==> src/rtl/reg_file_scoreboard.sv <==
// ---------------------------------------------------------------------------
// reg_file_scoreboard
//   2-read / 1-write register file with a per-register busy scoreboard and an
//   optional writeback bypass. It sits between decode (issue) and writeback
//   and reports pending operands, so decode can stall on RAW and WAW hazards.
//
// Parameters
//   DATA_W  register width in bits
//   ADDR_W  register address width (2**ADDR_W entries)
//   BYPASS  1: writeback data/clear is visible to same-cycle reads
//           0: writeback is visible from the next cycle on
//
// Ports
//   clk, rst              clock (rising edge), asynchronous active-high reset
//   rs_addr/rt_addr       read addresses
//   rs_data/rt_data       effective read data (combinational)
//   rs_busy/rt_busy       effective busy of the read addresses (combinational)
//   issue_en/issue_rd     issue request and destination to reserve
//   issue_stall           issue refused this cycle (combinational)
//   wb_en/wb_addr/wb_data writeback strobe, address and data
//   pending_cnt           number of busy registers (registered)
//   wb_err                sticky: writeback to a non-busy, nonzero register
// ---------------------------------------------------------------------------
module reg_file_scoreboard #(
    parameter int DATA_W = 8,
    parameter int ADDR_W = 5,
    parameter int BYPASS = 1
) (
    input  logic              clk,
    input  logic              rst,
    input  logic [ADDR_W-1:0] rs_addr,
    input  logic [ADDR_W-1:0] rt_addr,
    output logic [DATA_W-1:0] rs_data,
    output logic [DATA_W-1:0] rt_data,
    output logic              rs_busy,
    output logic              rt_busy,
    input  logic              issue_en,
    input  logic [ADDR_W-1:0] issue_rd,
    output logic              issue_stall,
    input  logic              wb_en,
    input  logic [ADDR_W-1:0] wb_addr,
    input  logic [DATA_W-1:0] wb_data,
    output logic [ADDR_W:0]   pending_cnt,
    output logic              wb_err
);

    localparam int   NREG = 32'd1 << ADDR_W;
    localparam logic BYP  = (BYPASS != 0);

    logic [DATA_W-1:0] regs_q [NREG];
    logic [DATA_W-1:0] regs_d [NREG];
    logic [NREG-1:0]   busy_q;
    logic [NREG-1:0]   busy_d;
    logic [ADDR_W:0]   cnt_q;
    logic [ADDR_W:0]   cnt_d;
    logic              wb_err_q;
    logic              wb_err_d;

    logic              wb_live_s;
    logic              rs_hit_s;
    logic              rt_hit_s;
    logic              rd_hit_s;
    logic              rd_busy_s;
    logic              issue_acc_s;
    logic              wb_clr_s;

    // Writeback decode and bypass hits for each read/reserve address
    always_comb begin
        wb_live_s = wb_en && (wb_addr != {ADDR_W{1'b0}});
        rs_hit_s  = BYP && wb_live_s && (wb_addr == rs_addr);
        rt_hit_s  = BYP && wb_live_s && (wb_addr == rt_addr);
        rd_hit_s  = BYP && wb_live_s && (wb_addr == issue_rd);
    end

    // Effective read data: reg 0 is hard zero, a bypass hit forwards wb_data
    always_comb begin
        rs_data = {DATA_W{1'b0}};
        rt_data = {DATA_W{1'b0}};
        if (rs_addr == {ADDR_W{1'b0}}) begin
            rs_data = {DATA_W{1'b0}};
        end else if (rs_hit_s) begin
            rs_data = wb_data;
        end else begin
            rs_data = regs_q[rs_addr];
        end
        if (rt_addr == {ADDR_W{1'b0}}) begin
            rt_data = {DATA_W{1'b0}};
        end else if (rt_hit_s) begin
            rt_data = wb_data;
        end else begin
            rt_data = regs_q[rt_addr];
        end
    end

    // Effective busy flags and the issue decision
    always_comb begin
        // busy_q[0] is never set, so reg 0 reads as not busy without a special case
        rs_busy     = busy_q[rs_addr]  && !rs_hit_s;
        rt_busy     = busy_q[rt_addr]  && !rt_hit_s;
        rd_busy_s   = busy_q[issue_rd] && !rd_hit_s;
        issue_stall = issue_en && (rs_busy || rt_busy || rd_busy_s);
        issue_acc_s = issue_en && !issue_stall && (issue_rd != {ADDR_W{1'b0}});
        wb_clr_s    = wb_live_s && busy_q[wb_addr];
    end

    // Next-state: writeback first, then issue so a same-cycle issue wins on busy
    always_comb begin
        regs_d   = regs_q;
        busy_d   = busy_q;
        wb_err_d = wb_err_q;
        if (wb_live_s) begin
            regs_d[wb_addr] = wb_data;
            busy_d[wb_addr] = 1'b0;
            if (!busy_q[wb_addr]) begin
                wb_err_d = 1'b1;
            end else begin
                wb_err_d = wb_err_q;
            end
        end else begin
            busy_d = busy_q;
        end
        if (issue_acc_s) begin
            busy_d[issue_rd] = 1'b1;
        end else begin
            busy_d = busy_d;
        end
        // Issue and clear together leave the count unchanged, matching popcount(busy)
        cnt_d = cnt_q + {{ADDR_W{1'b0}}, issue_acc_s} - {{ADDR_W{1'b0}}, wb_clr_s};
    end

    // State registers, cleared asynchronously
    always_ff @(posedge clk or posedge rst) begin
        if (rst) begin
            for (int i = 0; i < NREG; i++) begin
                regs_q[i] <= {DATA_W{1'b0}};
            end
            busy_q   <= {NREG{1'b0}};
            cnt_q    <= {(ADDR_W+1){1'b0}};
            wb_err_q <= 1'b0;
        end else begin
            regs_q   <= regs_d;
            busy_q   <= busy_d;
            cnt_q    <= cnt_d;
            wb_err_q <= wb_err_d;
        end
    end

    assign pending_cnt = cnt_q;
    assign wb_err      = wb_err_q;

endmodule

==> config.mk <==
export PLATFORM = sky130hd
export DESIGN_NAME = reg_file_scoreboard
export DESIGN_NICKNAME = d
export VERILOG_FILES = /design/src/rtl/reg_file_scoreboard.sv
export SDC_FILE = /design/constraint.sdc
export NUM_CORES = 1
export LEC_CHECK = 0
export ABC_AREA = 1
export BUFFER_PORTS_ARGS = -buffer_cell sky130_fd_sc_hd__buf_4
export CAP_MARGIN = 40
export CORE_ASPECT_RATIO = 2
export CORE_MARGIN = 2
export CORE_UTILIZATION = 60
export DETAILED_ROUTE_END_ITERATION = 12
export PLACE_DENSITY = 0.75
export SYNTH_ARGS = -nofsm -noshare
export SYNTH_HDL_FRONTEND = slang
export SYNTH_SLANG_ARGS = --single-unit
==> constraint.sdc <==
create_clock -name clk -period 14 [get_ports clk]
set_input_delay 2.8 -clock clk [delete_from_list [all_inputs] [get_ports clk]]
set_output_delay 2.8 -clock clk [all_outputs]
set_load 0.02 [all_outputs]
Word-level counts from Yosys, hierarchy flattened
Cells that the tools add are included.
- muxes and demuxes: 27
- reduce and logical (&&, ||, !) cells: 25
- $add $sub $neg: 2
- magnitude comparators: 10
- bitwise gates (word level): 7
- equal/unequal tests: 3
- operators with widths (cell ; number):
    256-bit bitwise mux ; 1
    8-bit binary-select mux with 5-bit select ; 2
    8-bit 2-to-1 mux ; 9
    32-bit 2-to-1 mux ; 2
    8-bit demux with 5-bit select ; 1
    32-bit bitwise AND ; 1
    32-bit NOT ; 1
    32-bit OR ; 1
    5-bit by 6-bit < comparator with 1-bit output, second input constant ; 4
    1-bit binary-select mux with 5-bit select ; 4
    6-bit >= comparator, second input constant ; 3
    5-bit NOT with 6-bit output ; 3
    5-bit equality test ; 3
    1-bit logical AND ; 14
    1-bit demux with 5-bit select ; 2
    5-bit by 1-bit >= comparator with 1-bit output, second input constant ; 2
    5-bit zero test ; 2
    5-bit nonzero test ; 2
    6-bit by 1-bit adder with 6-bit output ; 1
    6-bit by 1-bit < comparator with 1-bit output, second input constant ; 1
    1-bit 2-to-1 mux ; 6
    6-bit by 1-bit subtractor with 6-bit output ; 1
    1-bit zero test ; 4
    1-bit logical OR ; 2
    other kinds (2) ; 2
- input bits: 32
- register bits after elaboration: 295

Depth between registers and ports, before layout
- depth after elaboration: 13
- gate-level depth with buffers: 26

Worst setup path before layout
No wires, ideal clock.
- kind: input to output
- start: in rs_addr[1]
- end: out rs_data[1]
- path buffers: 4
- setup slack: 6.807 ns
- required time: 11.200 ns
- data arrival time: 4.393 ns
- stages: 11
- cell sequence: buf_2 inv_1 buf_2 buf_2 clkbuf_1 o21ai_0 o211ai_1 nand3_1 nand3_1 nand2_1 a21oi_1
- word-level cells in the longest chain between the ends: 6
- elaborated cells on any way between the ends: 9
- ends and longest elaborated chain (item ; RTL line ; text):
    from (decl) ; 31 ; input logic [ADDR_W-1:0] rs_addr,
    5-bit NOT with 6-bit output (implied by the code) ; 84 ; rs_data = regs_q[rs_addr];
    8-bit binary-select mux with 5-bit select ; 84 ;
    8-bit 2-to-1 mux (implied by the code) (2 in a row) ; 84 ;
    8-bit 2-to-1 mux ; 81 ; end else if (rs_hit_s) begin
    8-bit 2-to-1 mux * ; 79 ; if (rs_addr == {ADDR_W{1'b0}}) begin
    to (decl) ; 33 ; output logic [DATA_W-1:0] rs_data,
Every way passes the cells marked *; elsewhere a longest branch is shown, timed or not. The select of a mux whose other input is x is not followed.

Worst setup path after layout
- start: in rs_addr[1]
- end: out rs_data[4]
Same word-level chain as after synthesis.

==> qor.txt <==
Critical Path Slowest Stage Cell = buf_4
Crit path from = rs_addr[1]
Sequential share of power = 0.442
DRT Wirelength = 59200 um
Slew Viols, Final = 0
Startpoint Class = primary input
Worst-skew pair later-pin latency = 0.57 ns
Overflow after GRT = 0
First DRT Iteration DRCs = 2539
Post-CTS sizing = 0
Sum Neg Setup Slack = 0 ns
WP data arrival = 5.86 ns
Dpl cell area = 17700 um^2
Num CTS Buffers = 28
Core ar. = 28600 um^2
Die area = 30300 um^2
R2r setup slk = 10.65 ns
CTS tree = done
FP Rows = 88
Slew @ Worst Pin = 0.964 ns
Post-Route Utilization = 0.654
Initial antenna violation count = 0
# DRC = 0
GP Congestion = 0.988
Register area share after synthesis = 0.427
Multi-input logic area = 8610 um^2
Die Y = 244 um
Clk buf depth = 3
ANT nets after route = 0
Final Hold Viols = 0
Crit share post-route = 0.619
Net Sw Power = 0.856 mW
Max Freq = 115 MHz
Post-layout min period = 8.66 ns
All-Layer GR Usage = 0.397
Switching Fraction = 0.329
RSZ-0062 raised after global routing = false
Postcts setup bufs = 0
Crit. End Element = primary output
Power density over the cells = 139 nW/um^2
Final instance area = 18700 um^2
CTS Hold Bufs = 0
Worst Path Required = 11.20 ns
Layout fillers = 2479
Worst r2r dst = pending_cnt[4]$_DFF_PP0_
Comb power frac = 0.228
Final Skew = 0.00967 ns
H-tree levels = 1
Syn Area/Cell = 7.24 um^2
Area Growth Syn to Fin = 8.23%
Initial core utilization = 0.604
Fin nets = 2340
CP max stage delay = 0.79 ns
Global-route wire length before repair = 92800 um
Crit-path cells = buf_4 -> inv_2 -> buf_4 -> o21ai_0 -> o221ai_1 -> o211ai_1 -> nand3_1 -> nand2_1 -> a21oi_1 -> buf_4
Mapped Cells = 2391
Worst R2R Start = busy_q[13]$_DFF_PP0_
Max-cap violation count = 0
Number of global-route vias before repair = 16259
Post-synthesis cell type count = 34
# IOs = 58
Ant diodes = 0
Register area = 7380 um^2
P_leak = 8.38 nW
Clock power frac = 0.330
Netlist Area Pre-Place = 17300 um^2
Min-Delay Path Class = reg2reg
Number of vias in the routed layout = 17299
FF-to-FF path depth = 17
Biggest area consumer among synthesized cells = dfrtp_1
DP HPWL = 37700 um
Root Driver = clkbuf_16
Net count after synthesis = 2430
Largest net degree at the start of global routing = 99
Path type of the worst setup path = in2out
Fraction of layout cells with a size suffix above 1 = 0.0728
Register bit total from synthesis = 295
Leading cell type in the layout, fill and taps excluded = o21ai_0
Overall Power = 2.60 mW
Pre-CTS setup slack = 5.48 ns
Peak VDD IR = 0.110 mV
Die W = 124 um
Pint = 1.74 mW
Synth top area share = 0.427
Yosys warns = 0
First-pass iteration count of the detailed router = 6
Crit-path max FO = 85
Routed len/inst = 22.1 um
Clk slew on worst S/H paths = 0.06 ns
Most frequent CP cell = buf_4
Ranking of synthesized cells by area = dfrtp_1 (43%), o21ai_0 (15%), nand2_1 (11%)
Clk sinks = 295
Routed vias/inst = 6.45
Slew Limit Headroom = 0.357
Run status = finished clean
Most frequent cells in the layout = o21ai_0 (511), nand2_1 (495), dfrtp_1 (295), nor2_1 (287), nand3_1 (163)
IO Port Bufs = 57
CP endpoint = rs_data[4]
Final worst slack = 5.34 ns
Setup violators final = 0
cell usage after synthesis:
library cell / count
o21ai_0: 511
nand2_1: 495
dfrtp_1: 295
nor2_1: 287
nand3_1: 163
clkbuf_1: 144
inv_1: 111
a21oi_1: 92
o211ai_1: 66
o221ai_1: 60
buf_2: 43
nand3_2: 20
nor3_1: 19
o22ai_1: 16
xor2_1: 11
buf_1: 7
xnor2_1: 7
ha_1: 6
nand4_1: 5
buf_4: 4
nor2_2: 4
o21bai_1: 4
buf_6: 3
clkinv_1: 3
inv_2: 3
buf_8: 2
nand2_2: 2
nand2_4: 2
a31o_2: 1
a31oi_1: 1
fa_1: 1
nor2_8: 1
o21a_1: 1
o21ai_1: 1
registers in the layout (all words and copies together) (netlist names):
signal	count
regs_q	256
busy_q	32
pending_cnt	6
wb_err	1
metal layers:
layer  global-route usage  up-vias  wire length (um)
met5                    0        -                 0
li1                     -     7914                 -
met1                0.536     8041             22400
met3               0.0697      247              6030
met2                0.580     1097             26200
met4                0.265        0              4510
layout make-up:
class	count	area share
Clock inverter	11	0.0103
Inverter	117	0.0241
Sequential cell	295	0.394
Timing Repair Buffer	83	0.0428
Tap cell	360	0.0241
Clock buffer	39	0.0450
Multi-Input combinational cell	1776	0.460
through the flow:
stage | cells | hold slack [ns]
after floorplan | 2391 | 0.449
final | 2681 | 0.403
after global placement | 2619 | 0.392
after detailed placement | 2631 | 0.390
after global routing | 2681 | 0.422
after CTS | 2681 | 0.405
power by group through the flow:
stage                     Clock (mW)  Sequential, mW  Combinational (mW)
after floorplan                    0            1.13               0.420
after global placement             0            1.15               0.552
after detailed placement           0            1.15               0.582
after CTS                      0.864            1.14               0.584
after global routing           0.897            1.17               0.669
final                          0.859            1.15               0.592
critical path: cells and delay by family:
kind | cells | cell delay [ns]
buf+inv | 4 | 1.69
simple gates | 2 | 0.29
compound gates | 4 | 0.96
cell families after synthesis:
group | count (synthesis) | share of synthesized area
buf+inv | 320 | 0.0760
xor+xnor | 18 | 0.00911
fa+ha+maj | 7 | 0.00550
compound gates | 753 | 0.243
simple gates | 998 | 0.240
flops | 295 | 0.427
worst min-delay path by stage:
stage,from,to,slack [ns],depth (start not counted)
finish,regs_q[253]$_DFFE_PP0P_,regs_q[253]$_DFFE_PP0P_,0.40,0
floorplan,busy_q[11]$_DFF_PP0_,busy_q[11]$_DFF_PP0_,0.45,2
global placement,regs_q[255]$_DFFE_PP0P_,regs_q[255]$_DFFE_PP0P_,0.39,0
CTS,regs_q[253]$_DFFE_PP0P_,regs_q[253]$_DFFE_PP0P_,0.40,0
detailed placement,regs_q[253]$_DFFE_PP0P_,regs_q[253]$_DFFE_PP0P_,0.39,0
global route,busy_q[0]$_DFF_PP0_,busy_q[0]$_DFF_PP0_,0.42,0
No activity file was read; power rests on OpenSTA's default activity.
